===== src/rtl/instruction_fetch_unit.sv =====
// Instruction fetch unit: owns the fetch PC, issues word-aligned requests to
// instruction memory under a credit limit, buffers in-order responses in a
// small FIFO and presents them, tagged with their PC, to the core.
// A redirect flushes the FIFO and marks every in-flight request for discard.
module instruction_fetch_unit #(
  parameter int              XLEN       = 32,
  parameter logic [XLEN-1:0] RESET_PC   = '0,
  parameter int              FIFO_DEPTH = 2
) (
  input  logic            i_Clock,
  input  logic            i_Reset,
  input  logic            i_Redirect,
  input  logic [XLEN-1:0] i_Redirect_Addr,
  output logic            o_Mem_Req_Valid,
  output logic [XLEN-1:0] o_Mem_Req_Addr,
  input  logic            i_Mem_Req_Ready,
  input  logic            i_Mem_Resp_Valid,
  input  logic [XLEN-1:0] i_Mem_Resp_Data,
  output logic            o_Instr_Valid,
  output logic [XLEN-1:0] o_Instruction,
  output logic [XLEN-1:0] o_Instr_Addr,
  input  logic            i_Instr_Ready
);

  localparam int PTR_W = (FIFO_DEPTH > 1) ? $clog2(FIFO_DEPTH) : 1;
  localparam int CNT_W = PTR_W + 1;
  localparam int SUM_W = CNT_W + 1;

  logic [XLEN-1:0]  fetch_pc;
  logic [XLEN-1:0]  resp_pc;
  logic [CNT_W-1:0] outstanding;
  logic [CNT_W-1:0] discard;
  logic [CNT_W-1:0] fifo_count;
  logic [PTR_W-1:0] wr_ptr;
  logic [PTR_W-1:0] rd_ptr;
  logic [XLEN-1:0]  fifo_data [FIFO_DEPTH];
  logic [XLEN-1:0]  fifo_pc   [FIFO_DEPTH];

  logic             credit_ok;
  logic             req_fire;
  logic             resp_accept;
  logic             push;
  logic             pop;
  logic [CNT_W-1:0] outstanding_next;
  logic [XLEN-1:0]  redirect_pc;

  // Handshake decode, credit check and the per-cycle outstanding count.
  // Outstanding includes requests already marked for discard, so the sum with
  // the FIFO occupancy bounds every response that can still land in the FIFO.
  always_comb begin
    redirect_pc      = {i_Redirect_Addr[XLEN-1:2], 2'b00};
    credit_ok        = ({1'b0, outstanding} + {1'b0, fifo_count}) < SUM_W'(FIFO_DEPTH);
    o_Mem_Req_Valid  = credit_ok && !i_Redirect && !i_Reset;
    o_Mem_Req_Addr   = fetch_pc;
    req_fire         = o_Mem_Req_Valid && i_Mem_Req_Ready;
    resp_accept      = i_Mem_Resp_Valid && (outstanding != '0);
    push             = resp_accept && (discard == '0);
    o_Instr_Valid    = (fifo_count != '0);
    pop              = o_Instr_Valid && i_Instr_Ready;
    outstanding_next = outstanding + CNT_W'(req_fire) - CNT_W'(resp_accept);
    o_Instruction    = o_Instr_Valid ? fifo_data[rd_ptr] : '0;
    o_Instr_Addr     = o_Instr_Valid ? fifo_pc[rd_ptr]   : '0;
  end

  // PCs, request/discard accounting and FIFO pointers; redirect takes priority
  // and turns whatever is still in flight after this cycle into discards.
  always_ff @(posedge i_Clock or posedge i_Reset) begin
    if (i_Reset) begin
      fetch_pc    <= RESET_PC;
      resp_pc     <= RESET_PC;
      outstanding <= '0;
      discard     <= '0;
      fifo_count  <= '0;
      wr_ptr      <= '0;
      rd_ptr      <= '0;
    end else begin
      outstanding <= outstanding_next;
      if (i_Redirect) begin
        fetch_pc   <= redirect_pc;
        resp_pc    <= redirect_pc;
        discard    <= outstanding_next;
        fifo_count <= '0;
        wr_ptr     <= '0;
        rd_ptr     <= '0;
      end else begin
        if (req_fire) begin
          fetch_pc <= fetch_pc + XLEN'(4);
        end
        if (resp_accept && (discard != '0)) begin
          discard <= discard - CNT_W'(1);
        end
        if (push) begin
          resp_pc <= resp_pc + XLEN'(4);
          wr_ptr  <= wr_ptr + PTR_W'(1);
        end
        if (pop) begin
          rd_ptr <= rd_ptr + PTR_W'(1);
        end
        fifo_count <= fifo_count + CNT_W'(push) - CNT_W'(pop);
      end
    end
  end

  // FIFO storage; contents are only visible through the valid-gated outputs.
  always_ff @(posedge i_Clock) begin
    if (push && !i_Redirect) begin
      fifo_data[wr_ptr] <= i_Mem_Resp_Data;
      fifo_pc[wr_ptr]   <= resp_pc;
    end
  end

endmodule


===== config.mk =====
export PLATFORM = sky130hd
export DESIGN_NAME = instruction_fetch_unit
export DESIGN_NICKNAME = d
export VERILOG_FILES = /design/src/rtl/instruction_fetch_unit.sv
export SDC_FILE = /design/constraint.sdc
export NUM_CORES = 1
export LEC_CHECK = 0
export CORE_ASPECT_RATIO = 1.2
export CORE_MARGIN = 3
export CORE_UTILIZATION = 45
export DETAILED_ROUTE_END_ITERATION = 8
export PLACE_DENSITY = 0.73
export REMOVE_ABC_BUFFERS = 1
export SETUP_SLACK_MARGIN = 0.3
export SLEW_MARGIN = 20
export SYNTH_ARGS = -nofsm -noshare
export SYNTH_HDL_FRONTEND = slang
export SYNTH_SLANG_ARGS = --single-unit

===== constraint.sdc =====
create_clock -name i_Clock -period 8.1 [get_ports i_Clock]
set_input_delay 0.81 -clock i_Clock [delete_from_list [all_inputs] [get_ports i_Clock]]
set_output_delay 0.81 -clock i_Clock [all_outputs]
set_load 0.01 [all_outputs]

==> impl_metrics.py, run 1 <==
metrics = {
    "outcome": {
        "status": "complete, no violations",
    },
    "synthesis": {
        "synthArstFlopShare": 0.3542,
        "synthCells": 731,
        "synthSimpleGateAreaFrac": 0.1662,
        "syn_area_mm2": 0.008852,
        "muxShareOfSynthArea": 0.09145,
        "synth_ff_type": "edfxtp_1",
        "synth-seq-area-share": 0.6129,
        "syn_area_per_cell_um2": 12.11,
        "synth-adder-area-share": 0.01216,
        "ys_warn_count": 0,
        "ys_seq_elements": 192,
        "synth_compound_area_frac": 0.06657,
        "post_synth_xor_area_fraction": 0.02473,
        "synth_top_family_by_area": "simple AND/OR/NAND/NOR gates",
        "synth_cell_type_count": 56,
        "synth_edf_count": 124,
    },
    "sta": {
        "period_share": 0.4329,
        "tns_ns": 0,
        "grt_setup_unrepaired": "false",
        "slew_violations": 0,
        "tightest_slew_ns": 1.109,
        "min_period_ns": 3.507,
        "finClkSkew_ns": 0.01210,
        "setup_violations": 0,
        "finalHoldViolCount": 0,
        "max-slew-margin-rel": 0.2501,
        "clock.fmax_ghz": 0.2852,
    },
    "final_layout": {
        "drive_above_1_share": 0.07391,
        "fillerInstances": 1598,
        "nets": 958,
        "multi_input_area_mm2": 0.003236,
        "antenna-diode-count": 0,
        "stdcell_count": 1149,
        "fin_util": 0.5946,
        "ff_latch_area_mm2": 0.005429,
        "final_common_cell": "clkdlybuf4s50_1",
        "layout_common_cells": "161 x clkdlybuf4s50_1, 124 x edfxtp_1, 102 x nor2_1, 67 x dfrtp_1, 64 x mux2i_1",
        "syn2layout_area_growth_pct": 28.03,
        "fin_area_mm2": 0.01133,
    },
    "setup_path": {
        "rr_startpoint": "outstanding[0]$_DFF_PP0_",
        "cp-end-kind": "output pin",
        "criticalPathCategory": "reg -> out",
        "crit_chain": "buf_4 > mux2i_1 > nor2_1 > clkdlybuf4s50_1",
        "worst-path-max-fanout": 38,
        "critPathLaunch": "rd_ptr$_DFFE_PP0P_",
        "cp-start-kind": "flop",
        "crit-reg2reg-capture": "o_Mem_Req_Addr[29]$_DFFE_PP0P_",
        "cp_top_family": "buffers and inverters",
        "r2r_setup_slack_ns": 4.73,
        "cp.required_ns": 7.29,
        "arrival_ns": 2.70,
        "r2r_cells": 6,
        "slowest_stage": "dfrtp_4",
        "crit_path_max_incr_delay_ns": 0.72,
        "path_buf_inv": 2,
        "worst-path-stages": 4,
        "cp-endpoint": "o_Instr_Addr[18]",
    },
    "placed_design": {
        "place_inst": 1117,
        "placed_area_mm2": 0.01070,
        "port_buffers": 161,
        "place_congestion": 0.8250,
        "place_hpwl_um": 13850,
    },
    "floorplan": {
        "coreArea_mm2": 0.01906,
        "die_y_um": 159.6,
        "die_w_um": 134.0,
        "num_io_pins": 168,
        "rows": 55,
        "die_area_mm2": 0.02140,
        "start_util": 0.4644,
    },
    "power_and_ir_drop": {
        "p_per_area_mw_per_mm2": 260.1,
        "ir_drop_mv": 0.1632,
        "finalPower_mw": 2.948,
        "combPwrFrac": 0.268,
        "seq_power_share": 0.430,
        "intPower_mw": 2.101,
        "pwr-share-clk": 0.303,
        "switching_share": 0.2875,
        "switchingPower_mw": 0.8474,
        "p_leak_nw": 3.941,
    },
    "global_route": {
        "grt_pass1_wl_um": 32980,
        "grt_pass1_vias": 6368,
        "grt_overflow": 0,
        "grt_max_degree": 69,
        "antenna_found_initial": 0,
        "globalRouteTotalUtil": 0.1920,
    },
    "clock_tree": {
        "clk_latency_ns": 0.42,
        "htreeDepth": 4,
        "path_clk_slew_ns": 0.07,
        "postCtsHoldBufs": 0,
        "clockRootBuffer": "clkbuf_16",
        "cts-resized-gates": 0,
        "numCtsBuffers": 17,
        "cts_setup_buffers": 0,
        "cts.path.max_buffers": 2,
        "cts.sinks": 192,
        "cts_tree": "done",
    },
    "job": {
        "max_cap_violations": 0,
    },
    "hold_path": {
        "worstHoldPathCells": 0,
        "hp-class": "reg -> reg",
    },
    "routing": {
        "routed_wirelength_um": 20400,
        "drtAntennaViolNets": 0,
        "vias_per_cell": 5.534,
        "wire_per_inst_um": 17.76,
        "post-route-drc-count": 0,
        "drt-pass1-iter-count": 6,
        "via_count": 6359,
        "drt_iter0_drc": 460,
    },
}
-- how the worst min path moves through the flow --
stage	to	from	slack (ns)
2_1_floorplan	fifo_pc[0][5]$_DFFE_PP_	resp_pc[5]$_DFFE_PP0N_	0.48
3_3_place_gp	fifo_pc[1][24]$_DFFE_PP_	resp_pc[24]$_DFFE_PP0N_	0.50
3_5_place_dp	fifo_pc[0][30]$_DFFE_PP_	resp_pc[30]$_DFFE_PP0N_	0.52
4_1_cts	fifo_pc[0][30]$_DFFE_PP_	resp_pc[30]$_DFFE_PP0N_	0.54
5_1_grt	fifo_pc[0][30]$_DFFE_PP_	resp_pc[30]$_DFFE_PP0N_	0.55
6_report	fifo_pc[0][14]$_DFFE_PP_	resp_pc[14]$_DFFE_PP0N_	0.55
-- cells by family after synthesis --
logic type	count (synthesis)
AND/OR/NAND/NOR	284
AO/OA/AOI/OAI	88
adder cells (fa/ha/maj)	8
flip-flops	192
other	1
multiplexers	79
buffers and inverters	54
XOR/XNOR	25
-- state kept, by name, summed over array words and instances (netlist names) --
register,cells
rd_ptr,1
fifo_data,64
fifo_pc,60
fifo_count,2
resp_pc,30
o_Mem_Req_Addr,30
discard,2
outstanding,2
wr_ptr,1
-- per-stage QoR --
stage	hold slack (ns)	setup WS (ns)
2_1_floorplan	0.4753	1.874
3_3_place_gp	0.5016	4.292
3_5_place_dp	0.5197	4.241
4_1_cts	0.5365	4.532
5_1_grt	0.5488	4.338
6_report	0.5459	4.593
-- synthesized netlist by cell type, types with 9 or more instances --
library cell / n / area (um2)
o31ai_1: 12 / 90.09
dfrtp_1: 68 / 1702
clkbuf_1: 27 / 101.4
nor3_1: 10 / 50.05
nand4_1: 23 / 143.9
edfxtp_1: 124 / 3724
and4_1: 15 / 131.4
a21oi_1: 11 / 55.05
buf_1: 9 / 33.78
nor2_1: 103 / 386.6
and2_1: 11 / 68.82
nand2_1: 35 / 131.4
xor2_1: 10 / 87.58
or4_1: 13 / 97.59
nor4_1: 16 / 100.1
o21ai_0: 16 / 80.08
a31oi_1: 20 / 125.1
a211oi_1: 9 / 67.56
xnor2_1: 15 / 131.4
inv_1: 11 / 41.29
mux2i_1: 64 / 640.6
mux2_2: 15 / 168.9
nand3_1: 24 / 120.1
-- per-layer routing --
metal,GRT usage,vias to the layer above,share of wire
met5,0,-,0
li1,-,3046,-
met2,0.3202,209,0.50
met1,0.2509,3070,0.43
met3,0.03623,34,0.051
met4,0.07037,0,0.022
-- area by class of cell --
class / instances / area share
clock inverters: 9 / 0.01347
clock buffers: 23 / 0.04228
well taps: 256 / 0.02826
repair buffers: 169 / 0.1475
flip-flops and latches: 192 / 0.4790
multi-input cells: 488 / 0.2855
inverters: 12 / 0.003974
-- power by group through the flow --
stage          Sequential [mW]  Clock (mW)  Combinational, mW
6_report                  1.27       0.893              0.789
4_1_cts                   1.27       0.913              0.802
3_3_place_gp              1.28           0              0.783
2_1_floorplan             1.29           0              0.425
5_1_grt                   1.28       0.954              0.864
3_5_place_dp              1.29           0              0.798
-- worst register-to-register path, cell delays in order, from the launching register on --
cell,delay [ns]
dfrtp_1,0.42
and2_1,0.18
fa_1,0.49
or4b_1,0.76
or4_4,0.71
or4_1,0.53
a31oi_1,0.19
No activity file was read; power rests on OpenSTA's default activity.
==> run 2, diff against run 1 <==
--- a/config.mk
+++ b/config.mk
@@ -9,7 +9,7 @@
 export CORE_MARGIN = 3
 export CORE_UTILIZATION = 45
 export DETAILED_ROUTE_END_ITERATION = 8
-export PLACE_DENSITY = 0.73
+export PLACE_DENSITY = 0.75
 export REMOVE_ABC_BUFFERS = 1
 export SETUP_SLACK_MARGIN = 0.3
 export SLEW_MARGIN = 20
==> constraint.sdc (replaced) <==
create_clock -name i_Clock -period 3.2 [get_ports i_Clock]
set_input_delay 0.32 -clock i_Clock [delete_from_list [all_inputs] [get_ports i_Clock]]
set_output_delay 0.32 -clock i_Clock [all_outputs]
set_load 0.01 [all_outputs]
==> run 2 against run 1 <==
Compared with the run above: sequential power rose to 2.5 times the previous value; combinational power rose to 2.7 times the previous value; final area up 1.0%; critical path type is now reg -> reg.
==> impl_metrics.py, run 2 (synthesis results as in run 1) <==
metrics = {
    "final_layout": {
        "antenna-diode-count": 0,
        "layout_common_cells": "161 x clkdlybuf4s50_1, 124 x edfxtp_1, 102 x nor2_1, 67 x dfrtp_1, 64 x mux2i_1",
        "nets": 976,
        "final_common_cell": "clkdlybuf4s50_1",
        "top_register": "fifo_data",
        "largest_register_ffs": 64,
        "top_regs": "fifo_data x64, fifo_pc x60",
        "drive_above_1_share": 0.09660,
        "syn2layout_area_growth_pct": 29.34,
    },
    "global_route": {
        "grt_overflow": 0,
        "globalRouteTotalUtil": 0.1952,
        "grt_pass1_vias": 6455,
        "antenna_found_initial": 0,
        "grt_pass1_wl_um": 33320,
        "grt_max_degree": 60,
    },
    "placed_design": {
        "port_buffers": 161,
        "place_congestion": 0.8531,
        "place_hpwl_um": 14580,
        "post-place-ws_ns": 0.07387,
    },
    "sta": {
        "period_share": 0.8968,
        "finalHoldViolCount": 0,
        "tightest_slew_ns": 0.7591,
        "min_period_ns": 2.870,
        "finClkSkew_ns": 0.01021,
        "tns_ns": 0,
        "clock.fmax_ghz": 0.3485,
        "setup_violations": 0,
        "slew_violations": 0,
        "max-slew-margin-rel": 0.4917,
        "final.setup.worst_slack_ns": 0.3304,
        "grt_setup_unrepaired": "true",
    },
    "setup_path": {
        "cp-end-kind": "flop",
        "crit_chain": "and2_4 > fa_2 > or4b_4 > or4_4 > or4_1 > a31oi_1",
        "arrival_ns": 3.22,
        "slowest_stage": "or4b_4",
        "crit_path_max_incr_delay_ns": 0.58,
        "worst-path-max-fanout": 7,
        "cp-start-kind": "flop",
        "cp.required_ns": 3.55,
        "criticalPathCategory": "reg -> reg",
        "r2r_setup_slack_ns": 0.33,
    },
    "clock_tree": {
        "clk_latency_ns": 0.43,
        "numCtsBuffers": 17,
        "path_clk_slew_ns": 0.07,
        "cts.path.max_buffers": 2,
        "htreeDepth": 4,
        "postCtsHoldBufs": 0,
        "cts.sinks": 192,
        "clockRootBuffer": "clkbuf_16",
        "cts_tree": "done",
    },
    "floorplan": {
        "num_io_pins": 168,
        "coreArea_mm2": 0.01906,
        "start_util": 0.4644,
        "die_area_mm2": 0.02140,
        "die_y_um": 159.6,
        "rows": 55,
        "die_w_um": 134.0,
    },
    "routing": {
        "wire_per_inst_um": 17.91,
        "drtAntennaViolNets": 0,
        "drt-pass1-iter-count": 6,
        "vias_per_cell": 5.623,
        "post-route-drc-count": 0,
        "via_count": 6562,
        "drt_iter0_drc": 495,
        "routed_wirelength_um": 20900,
    },
    "power_and_ir_drop": {
        "p_leak_nw": 3.984,
        "p_per_area_mw_per_mm2": 636.2,
        "ir_drop_mv": 0.4220,
    },
    "job": {
        "max_cap_violations": 0,
    },
    "hold_path": {
        "hp-class": "in -> async",
    },
    "outcome": {
        "status": "complete, no violations",
    },
}
## run 2: changes by cell type in the layout (fill, tap and decap cells not counted), sizes merged
cell,delta
bufinv,-3
inv,-2
or4,+1
clkinvlp,+3
clkinv,+6
buf,+17
clkbuf,-4
## run 2: what timing repair did
action / in CTS / in global routing
hold endpoints to repair: 0 / 0
resized for setup: 3 / 1
setup endpoints to repair: 6 / 8
setup buffers: 2 / 4
gates cloned: 1 / 0
pin swaps: 4 / 3
## run 2: report_power, final
part,switching (mW),internal (mW),total (mW)
clock network,0.889,1.07,1.96
logic,1.03,1.09,2.12
registers,0.277,2.93,3.20
total,2.19,5.09,7.28
## run 2: area by class of cell
class | count | area [um2]
Inverter | 12 | 45.04
Tap cell | 256 | 320.3
Timing Repair Buffer | 186 | 1849
Sequential cell | 192 | 5429
Multi-Input combinational cell | 489 | 3258
Clock buffer | 19 | 432.9
Clock inverter | 13 | 115.1
Fill cell | 1554 | 7612
## run 2: worst paths after layout
kind,startpoint,end,depth (start not counted)
max,outstanding[0]$_DFF_PP0_,o_Mem_Req_Addr[29]$_DFFE_PP0P_,6
min in group i_Clock,i_Mem_Resp_Data[14],fifo_data[1][14]$_DFFE_PP_,1
max reg2reg,outstanding[0]$_DFF_PP0_,o_Mem_Req_Addr[29]$_DFFE_PP0P_,6
min,i_Reset,fifo_count[1]$_DFF_PP0_,2
max in group asynchronous,i_Reset,resp_pc[30]$_DFFE_PP0N_,3
min reg2reg,resp_pc[5]$_DFFE_PP0N_,fifo_pc[0][5]$_DFFE_PP_,0
## run 2: per-layer routing
layer,part of all wire,vias to the layer above,track usage
met5,0,-,0
met1,0.41,3183,0.2413
li1,-,3088,-
met3,0.054,50,0.03907
met2,0.50,241,0.3269
met4,0.036,0,0.09630
## run 2: metrics by stage
stage,util,instance area [um2],hold WS (ns),cells,total power [mW]
final,0.6007,11450,0.4649,1167,7.284
after CTS,0.5988,11410,0.4524,1163,7.336
after global routing,0.6007,11450,0.4631,1167,7.661
after global placement,0.5684,10830,0.4978,1128,5.271
after detailed placement,0.5684,10830,0.5147,1128,5.323
after floorplan,-,8682,0.3856,692,4.346
## run 2: critical path, delay by kind of cell, from the launching register on
| kind | cells | cell delay, ns |
|---|---|---|
| DFF | 1 | 0.39 |
| AOI/OAI and AO/OA | 1 | 0.17 |
| and+or+nand+nor | 4 | 1.77 |
| adders and majority gates | 1 | 0.47 |
